===== config.mk =====
export PLATFORM = sky130hd
export DESIGN_NAME = instr_fetch
export DESIGN_NICKNAME = d
export VERILOG_FILES = /design/src/rtl/riscv_fetch_pkg.sv /design/src/rtl/fetch_fifo.sv /design/src/rtl/instr_fetch.sv
export SDC_FILE = /design/constraint.sdc
export NUM_CORES = 1
export LEC_CHECK = 0
export CORE_MARGIN = 5
export CORE_UTILIZATION = 55
export CTS_CLUSTER_DIAMETER = 60
export DETAILED_ROUTE_END_ITERATION = 16
export HOLD_SLACK_MARGIN = 0.02
export PLACE_DENSITY = 0.81
export REMOVE_ABC_BUFFERS = 1
export SLEW_MARGIN = 40
export SYNTH_ARGS = -nofsm -noshare
export SYNTH_HDL_FRONTEND = slang
export SYNTH_SLANG_ARGS = --single-unit

===== constraint.sdc =====
create_clock -name clk -period 4.1 [get_ports clk]
set_input_delay 0.82 -clock clk [delete_from_list [all_inputs] [get_ports clk]]
set_output_delay 0.82 -clock clk [all_outputs]
set_load 0.01 [all_outputs]

===== src/rtl/riscv_fetch_pkg.sv =====
// Shared constants and fetch state type for the instruction fetch unit.
package riscv_fetch_pkg;

    localparam int          XLEN_DEF     = 32;
    localparam logic [31:0] RESET_PC_DEF = 32'h0000_0000;
    localparam int          INST_BYTES   = 4;

    typedef enum logic {
        REQ  = 1'b0,
        WAIT = 1'b1
    } fetch_state_e;

endpackage


===== src/rtl/fetch_fifo.sv =====
// Small flushable FIFO for fetched {inst, pc} entries; the head is read combinationally.
// DEPTH must be a power of two so the pointers wrap naturally.
module fetch_fifo #(
    parameter int WIDTH = 64,
    parameter int DEPTH = 2,
    localparam int AW   = $clog2(DEPTH)
) (
    input  logic             clk,
    input  logic             rst,
    input  logic             flush,
    input  logic             push,
    input  logic [WIDTH-1:0] push_data,
    input  logic             pop,
    output logic [WIDTH-1:0] head_data,
    output logic             full,
    output logic             empty,
    output logic [AW:0]      count
);

    logic [WIDTH-1:0] mem_q [DEPTH];
    logic [WIDTH-1:0] mem_d [DEPTH];
    logic [AW-1:0]    wr_ptr_q, wr_ptr_d;
    logic [AW-1:0]    rd_ptr_q, rd_ptr_d;
    logic [AW:0]      count_q, count_d;
    logic             push_en, pop_en;

    assign full      = (count_q == (AW+1)'(DEPTH));
    assign empty     = (count_q == '0);
    assign count     = count_q;
    assign head_data = mem_q[rd_ptr_q];

    // Flush wins over a same-cycle push or pop.
    assign push_en = push && !flush;
    assign pop_en  = pop && !flush && !empty;

    always_comb begin
        mem_d    = mem_q;
        wr_ptr_d = wr_ptr_q;
        rd_ptr_d = rd_ptr_q;
        count_d  = count_q + (AW+1)'(push_en) - (AW+1)'(pop_en);
        if (push_en) begin
            mem_d[wr_ptr_q] = push_data;
            wr_ptr_d        = wr_ptr_q + AW'(1);
        end
        if (pop_en) begin
            rd_ptr_d = rd_ptr_q + AW'(1);
        end
        if (flush) begin
            wr_ptr_d = '0;
            rd_ptr_d = '0;
            count_d  = '0;
        end
    end

    always_ff @(posedge clk) begin
        if (rst) begin
            for (int i = 0; i < DEPTH; i++) begin
                mem_q[i] <= '0;
            end
            wr_ptr_q <= '0;
            rd_ptr_q <= '0;
            count_q  <= '0;
        end else begin
            assert (!(push_en && full));
            mem_q    <= mem_d;
            wr_ptr_q <= wr_ptr_d;
            rd_ptr_q <= rd_ptr_d;
            count_q  <= count_d;
        end
    end

endmodule


===== src/rtl/instr_fetch.sv =====
// Instruction fetch: PC, one-outstanding imem requests, buffered valid/ready stream, redirect flush.
// Define FETCH_PERF_CNT_EN to add the perf_fetched / perf_killed counters.
//
// state | meaning
// REQ   | may issue a request at pc when buffer space allows
// WAIT  | one request outstanding; kill=1 means its response is discarded
module instr_fetch
    import riscv_fetch_pkg::*;
#(
    parameter int              XLEN       = XLEN_DEF,
    parameter logic [XLEN-1:0] RESET_PC   = XLEN'(RESET_PC_DEF),
    parameter int              FIFO_DEPTH = 2
) (
    input  logic            clk,
    input  logic            rst,
    output logic            imem_req_valid,
    input  logic            imem_req_ready,
    output logic [XLEN-1:0] imem_req_addr,
    input  logic            imem_resp_valid,
    input  logic [XLEN-1:0] imem_resp_data,
    output logic [XLEN-1:0] op_value,
    output logic [XLEN-1:0] inst_pc,
    output logic            inst_valid,
    input  logic            inst_ready,
    input  logic            redirect_valid,
    input  logic [XLEN-1:0] redirect_pc
`ifdef FETCH_PERF_CNT_EN
    ,
    output logic [31:0]     perf_fetched,
    output logic [31:0]     perf_killed
`endif
);

    localparam int AW = $clog2(FIFO_DEPTH);

    fetch_state_e    state_q, state_d;
    logic [XLEN-1:0] pc_q, pc_d;
    logic [XLEN-1:0] req_pc_q, req_pc_d;
    logic            kill_q, kill_d;

    logic              fifo_push, fifo_pop, fifo_flush, fifo_full, fifo_empty;
    logic [AW:0]       fifo_count;
    logic [2*XLEN-1:0] fifo_head;
    logic              in_flight, req_fire, resp_fire;

    fetch_fifo #(
        .WIDTH (2*XLEN),
        .DEPTH (FIFO_DEPTH)
    ) u_fifo (
        .clk       (clk),
        .rst       (rst),
        .flush     (fifo_flush),
        .push      (fifo_push),
        .push_data ({imem_resp_data, req_pc_q}),
        .pop       (fifo_pop),
        .head_data (fifo_head),
        .full      (fifo_full),
        .empty     (fifo_empty),
        .count     (fifo_count)
    );

    // Buffered plus outstanding words never exceed the FIFO, so a push always finds room.
    assign in_flight      = (state_q == WAIT);
    assign imem_req_valid = !rst && (state_q == REQ) && !fifo_full &&
                            (({1'b0, fifo_count} + (AW+2)'(in_flight)) < (AW+2)'(FIFO_DEPTH));
    assign imem_req_addr  = pc_q;
    assign req_fire       = imem_req_valid && imem_req_ready;
    assign resp_fire      = (state_q == WAIT) && imem_resp_valid;

    assign op_value   = fifo_head[2*XLEN-1:XLEN];
    assign inst_pc    = fifo_head[XLEN-1:0];
    assign inst_valid = !fifo_empty;
    assign fifo_pop   = inst_valid && inst_ready;
    assign fifo_flush = redirect_valid;
    assign fifo_push  = resp_fire && !kill_q && !redirect_valid;

    always_comb begin
        state_d  = state_q;
        pc_d     = pc_q;
        req_pc_d = req_pc_q;
        kill_d   = kill_q;
        if (redirect_valid) begin
            pc_d = redirect_pc & ~XLEN'(INST_BYTES - 1);
            // A response landing with the redirect is dropped here and needs no kill.
            if (state_q == WAIT) begin
                kill_d = !imem_resp_valid;
            end else begin
                kill_d = req_fire;
            end
            state_d = kill_d ? WAIT : REQ;
        end else begin
            case (state_q)
                REQ: begin
                    if (req_fire) begin
                        req_pc_d = pc_q;
                        pc_d     = pc_q + XLEN'(INST_BYTES);
                        state_d  = WAIT;
                    end
                end
                WAIT: begin
                    if (imem_resp_valid) begin
                        kill_d  = 1'b0;
                        state_d = REQ;
                    end
                end
                default: state_d = REQ;
            endcase
        end
    end

    always_ff @(posedge clk) begin
        if (rst) begin
            state_q  <= REQ;
            pc_q     <= RESET_PC;
            req_pc_q <= '0;
            kill_q   <= 1'b0;
        end else begin
            state_q  <= state_d;
            pc_q     <= pc_d;
            req_pc_q <= req_pc_d;
            kill_q   <= kill_d;
        end
    end

`ifdef FETCH_PERF_CNT_EN
    logic [31:0] perf_fetched_q, perf_fetched_d;
    logic [31:0] perf_killed_q, perf_killed_d;

    always_comb begin
        perf_fetched_d = perf_fetched_q + 32'(fifo_push);
        perf_killed_d  = perf_killed_q + 32'(resp_fire && (kill_q || redirect_valid));
    end

    always_ff @(posedge clk) begin
        if (rst) begin
            perf_fetched_q <= '0;
            perf_killed_q  <= '0;
        end else begin
            perf_fetched_q <= perf_fetched_d;
            perf_killed_q  <= perf_killed_d;
        end
    end

    assign perf_fetched = perf_fetched_q;
    assign perf_killed  = perf_killed_q;
`endif

endmodule


== After elaboration in Yosys (flattened, before gate mapping) ==
Cells that the tools add are included.
Operators by class
  add/subtract/negate cells: 6
  magnitude comparators: 4
  equal/unequal tests: 2
  mux-type cells: 19
  bitwise operators: 4
  reductions and logical operators: 27
Operator list (count)
  $mux 64: 4
  $bwmux 128: 1
  $mux 32: 3
  $demux 64 s1: 1
  $add 32x3->32 const B: 1
  $logic_and 1x1->1: 12
  $mux 1: 9
  $logic_not 1->1: 6
  $reduce_and 2->1: 3
  $reduce_bool 2->1: 3
  $ge 2x2->1 const B: 2
  $not 1->2: 2
  $add 2x1->3: 1
  $lt 3x2->1 const B: 1
  $reduce_and 3->1: 1
  $add 1x1->1 const B: 2
  $add 2x1->2: 1
  $eq 2x2->1 const B: 1
  $logic_not 2->1: 1
  $lt 2x1->1 const B: 1
  $ne 2x2->1 const B: 1
  $not 1->1: 2
  $pmux 1 s2: 1
  $reduce_or 2->1: 1
  $sub 2x1->2: 1
Word-level totals
  register bits after elaboration: 198
  bits of input ports: 70
  output and inout bits: 98
  logic and storage cells: 72

== Logic depth before layout (Yosys ltp) ==
  depth in word-level cells: 9
  depth in mapped cells: 9
  mapped depth without buffers: 9

== By module ==
Synthesis repeated with hierarchy kept, for this count alone.
Second synthesis, totals
  cells, all modules: 1052
  area total of the unflattened synthesis: 8516.9 um^2
Modules (own cells, without submodules)
  fetch_fifo: instances 1, cells an instance 653, area an instance 5418.9 um^2, seq. area each 2642.5 um^2
  instr_fetch: instances 1, cells an instance 399, area an instance 3098.0 um^2, seq. area each 1241.2 um^2

== Worst setup path before layout ==
OpenSTA, ideal clock, no wires.
  path type: input to register
  start point: input port rst
  end point: register pc_q[21], in the netlist imem_req_addr[21]
  setup time: 0.115 ns
  arrival time: 2.330 ns
  data required time: 3.985 ns
  slack: 1.655 ns
  cell stages on the path: 6
  buffers on the path: 1
  path through: or4b_4 or4_4 buf_6 nor3_4 xor2_1 o21a_1
Between the ends
  cells in the longest elaborated chain, start to end: 7
RTL lines
  start: declaration: line instr_fetch.sv:15  | input logic rst,
  $logic_not 1->1: line instr_fetch.sv:64  | assign imem_req_valid = !rst && (state_q == REQ) && !fifo_full &&
  $logic_and 1x1->1 (3 in a row): line instr_fetch.sv:64
  $logic_and 1x1->1: line instr_fetch.sv:67  | assign req_fire = imem_req_valid && imem_req_ready;
  $reduce_bool 2->1 (no line)
  $reduce_and 2->1 (no line)
  end signal: assignment: line instr_fetch.sv:119  | pc_q <= pc_d;
  end: declaration: line instr_fetch.sv:37  | logic [XLEN-1:0] pc_q, pc_d;
Several ways; a longest one is shown, not always the timed one.
A chain may end at the register's enable or synchronous reset.

== Worst setup path in the final report ==
  start point: register u_fifo.rd_ptr_q
  end point: output port op_value[22]
Between the ends
  cells in the longest elaborated chain, start to end: 4
RTL lines
  start: declaration: line fetch_fifo.sv:23  | logic [AW-1:0] rd_ptr_q, rd_ptr_d;
  start signal: assignment: line fetch_fifo.sv:67  | rd_ptr_q <= rd_ptr_d;
  $not 1->2 (implied by the code): line fetch_fifo.sv:30  | assign head_data = mem_q[rd_ptr_q];
  $mux 64 (implied by the code) (3 in a row): line fetch_fifo.sv:30
  end: declaration: line instr_fetch.sv:21  | output logic [XLEN-1:0] op_value,
No other way between the ends. The select of a mux whose other input is x is not followed.

==> parameters.txt <==
Parameter                              Value

Pwr
  Leakage dissipation ... 3.58 nW
  Worst supply voltage drop on vdd ... 0.260 mV
  Cell Pwr Density ... 366 nW/µm²
  Sum of internal, switching and leakage power ... 3.77 mW

Setup path
  Setup crit start kind ... flip-flop
  Cells along the critical path ... buf_12, mux2_2, clkdlybuf4s50_1
  Worst path slowest cell ... sky130_fd_sc_hd__dfxtp_4
  Slowest stage delay, CP ... 0.66 ns
  Largest delay contributor family on the critical path ... buffers and inverters
  Crit path from ... u_fifo.rd_ptr_q$_SDFFE_PP0P_
  CP Data Arrival Time ... 2.26 ns
  Worst Setup Path Type ... reg2out
  CP Max Fanout ... 35
  Worst path bufs/invs ... 2
  WP data required ... 3.28 ns
  Critical path endpoint category ... output pin
  Reg2reg start ... u_fifo.count[1]$_SDFF_PP0_

Floorplan
  Horizontal die dimension ... 131 µm
  Core outline area ... 14,400 µm²
  Height of the die ... 131 µm
  Rows ... 44
  Effective utilization at floorplan ... 55.8%
  # IOs ... 168
  Die area ... 17,200 µm²

Detailed routing
  Mean number of vias per cell ... 5.42
  Final routed wire length divided by cell count ... 15.6 µm
  Iteration count of the initial detailed-routing pass ... 5
  Routed wire length ... 20,500 µm
  Detailed-route via count ... 7,141
  Post-detailed-route count of antenna-violating nets ... 0
  Violation count after the first detailed-routing iteration ... 620
  Number of DRC violations after detailed routing ... 0

Layout
  Layout cells sized above 1 ... 10.8%
  Final-stage net count ... 1,193
  Diode count ... 0
  Post-route insts no fill ... 1,317
  Relative area change from synthesis to final layout ... 27.8%

Synthesis
  Sequential cell area fraction in the yosys report ... 47.2%
  Seq cells post-synth ... 190
  Avg Synthesized Cell Area ... 8.04 µm²
  Warnings from Yosys ... 0
  Gate count after technology mapping ... 1,001
  Number of unique standard cell types used by synthesis ... 47
  Post-synthesis cell area ... 8050 µm²

Timing
  Slew at the pin closest to its max-slew limit ... 0.731 ns
  Setup TNS after final layout ... 0 ns
  Unrepaired setup endpoints after global routing ... false
  Max-slew violations ... 0
  Fin worst setup slack ... 1.02 ns
  Period utilisation layout ... 75.0%
  Final Hold Vio Count ... 0
  FMAX ... 0.325 GHz
  Min Tclk post-route ... 3.08 ns
  Maximum clock skew at final layout ... 0.00862 ns
  Worst Hold Margin ... 0.451 ns
  Setup violation total in the final timing report ... 0
  Slew HR ... 50.8%

CTS
  Sink Count ... 190
  Clock Tree Root ... sky130_fd_sc_hd__clkbuf_16
  Clock transition at the register clock pins on the worst setup and hold paths after CTS ... 0.07 ns
  CTS HTree Levels ... 4
  Clock latency on the worst-skew pair ... 0.42 ns
  Inserted Clock Buffers ... 17
  Buffer count from post-CTS setup fixing ... 0
  Clk buf depth ... 2
  Post-cts gate resize count ... 0
  CTS Hold Bufs ... 0
  Clock tree from TritonCTS ... yes

Place
  Routability-driven placement congestion ratio ... 0.837
  Total of buffers placed on input and output ports ... 161
  Cell total after placement ... 1,285
  Worst slack after detailed placement ... 1.03 ns
  Post-DP HPWL ... 13,100 µm

Run
  MaxCap Viol Count ... 0

Global routing
  All-layer global routing usage ... 23.8%
  Number of global-route vias before repair ... 6,728
  Pin count of the biggest net entering global routing ... 88
  Initial antenna violation count ... 0
  Aggregate global routing overflow ... 0
  Global-route wire length before repair ... 32,900 µm

Hold path
  Critical hold path startpoint ... u_fifo.mem_q[35]$_SDFFE_PP0P_
  Type of the worst min-delay path ... reg2reg

Outcome
  Run status ... complete, no violations
## metrics by stage
| stage | util, % | area (µm²) |
|---|---|---|
| floorplan | - | 7760 |
| global placement | 67.4 | 9720 |
| detailed placement | 67.5 | 9740 |
| CTS | 71.3 | 10300 |
| global route | 71.4 | 10300 |
| finish | 71.4 | 10300 |
## Yosys cell counts (all sizes together)
| cell type | count | area share, % |
|---|---|---|
| a2111oi | 1 | 0.11 |
| a211oi | 1 | 0.093 |
| a21o | 1 | 0.093 |
| a21oi | 173 | 11 |
| a221oi | 1 | 0.19 |
| a31oi | 1 | 0.078 |
| and2 | 2 | 0.16 |
| and3 | 2 | 0.16 |
| and4 | 2 | 0.22 |
| and4b | 1 | 0.12 |
| buf | 13 | 0.93 |
| clkbuf | 62 | 2.9 |
| conb | 1 | 0.047 |
| dfxtp | 190 | 47 |
| ha | 3 | 0.47 |
| inv | 17 | 0.79 |
| mux2 | 63 | 8.8 |
| mux2i | 7 | 0.87 |
| nand2 | 332 | 15 |
| nand2b | 4 | 0.31 |
| nand3 | 12 | 0.75 |
| nand4 | 11 | 0.85 |
| nor2 | 23 | 1.1 |
| nor2b | 2 | 0.16 |
| nor3 | 11 | 0.89 |
| nor3b | 1 | 0.093 |
| nor4 | 5 | 0.65 |
| nor4b | 1 | 0.11 |
| o211ai | 1 | 0.093 |
| o21a | 10 | 0.93 |
| o21ai | 4 | 0.25 |
| o22ai | 6 | 0.47 |
| or2 | 3 | 0.23 |
| or3 | 3 | 0.23 |
| or4 | 3 | 0.33 |
| or4b | 1 | 0.17 |
| xnor2 | 19 | 2.1 |
| xor2 | 8 | 0.87 |
## cell families after synthesis
group | synth area share [%]
compound gates | 13.1
xor+xnor | 2.94
fa+ha+maj | 0.466
buf+inv | 4.61
flops | 47.2
mux | 9.68
other cells | 0.0466
simple gates | 22.0
## where the power goes
| part | total, mW | switching (mW) | internal (mW) | leakage [nW] |
|---|---|---|---|---|
| registers | 1.92 | 0.0423 | 1.88 | 1.54 |
| clock network | 1.55 | 0.712 | 0.839 | 0.260 |
| logic | 0.297 | 0.145 | 0.152 | 1.78 |
## sequential cells by signal (all words and copies together), names as in the netlist
signal,cells
imem_req_addr,30
in_flight,1
kill_q,1
req_pc_q,30
u_fifo.count,2
u_fifo.mem_q,124
u_fifo.rd_ptr_q,1
u_fifo.wr_ptr_q,1
## placed cells by master, fill, tap and decap left out, types with 4 or more instances in the layout
cell type,netlist,layout
sky130_fd_sc_hd__a21oi_1,173,173
sky130_fd_sc_hd__buf_4,4,7
sky130_fd_sc_hd__clkbuf_16,0,17
sky130_fd_sc_hd__clkdlybuf4s50_1,0,159
sky130_fd_sc_hd__clkinvlp_4,0,4
sky130_fd_sc_hd__conb_1,1,4
sky130_fd_sc_hd__dfxtp_1,190,189
sky130_fd_sc_hd__inv_1,17,17
sky130_fd_sc_hd__mux2_2,63,63
sky130_fd_sc_hd__mux2i_1,7,7
sky130_fd_sc_hd__nand2_1,332,331
sky130_fd_sc_hd__nand3_1,12,12
sky130_fd_sc_hd__nand4_1,11,11
sky130_fd_sc_hd__nor2_1,23,21
sky130_fd_sc_hd__nor3_1,9,9
sky130_fd_sc_hd__o21a_1,10,10
sky130_fd_sc_hd__o21ai_0,4,4
sky130_fd_sc_hd__o22ai_1,6,6
sky130_fd_sc_hd__xnor2_1,19,19
sky130_fd_sc_hd__xor2_1,8,8
## layout make-up
class,count,area [µm²]
Fill cell,1207,4130
Multi-Input combinational cell,722,3910
Sequential cell,190,3810
Timing Repair Buffer,172,1730
Clock buffer,19,433
Tap cell,184,230
Clock inverter,13,116
Inverter,17,63.8
## final timing paths
| path | to | slack, ns | cells after the start |
|---|---|---|---|
| worst max register to register | req_pc_q[14]$_SDFFE_PP0P_ | 1.85 | 5 |
| worst min-delay path | u_fifo.mem_q[35]$_SDFFE_PP0P_ | 0.45 | 2 |
| worst min register to register | u_fifo.mem_q[35]$_SDFFE_PP0P_ | 0.45 | 2 |
| worst max-delay path | op_value[22] | 1.02 | 3 |
## per-layer routing
layer | part of all wire (%) | GRT usage [%]
met1 | 44 | 31.2
met2 | 48 | 39.2
met3 | 6.3 | 5.33
met4 | 1.6 | 7.74
met5 | 0 | 0
## worst min-delay path, delay by kind of cell (launching register included)
| kind | cells | cell delay [ns] |
|---|---|---|
| AO/OA/AOI/OAI | 1 | 0.05 |
| flip-flops | 1 | 0.31 |
| AND/OR/NAND/NOR | 1 | 0.05 |
No activity file was read; power rests on OpenSTA's default activity.
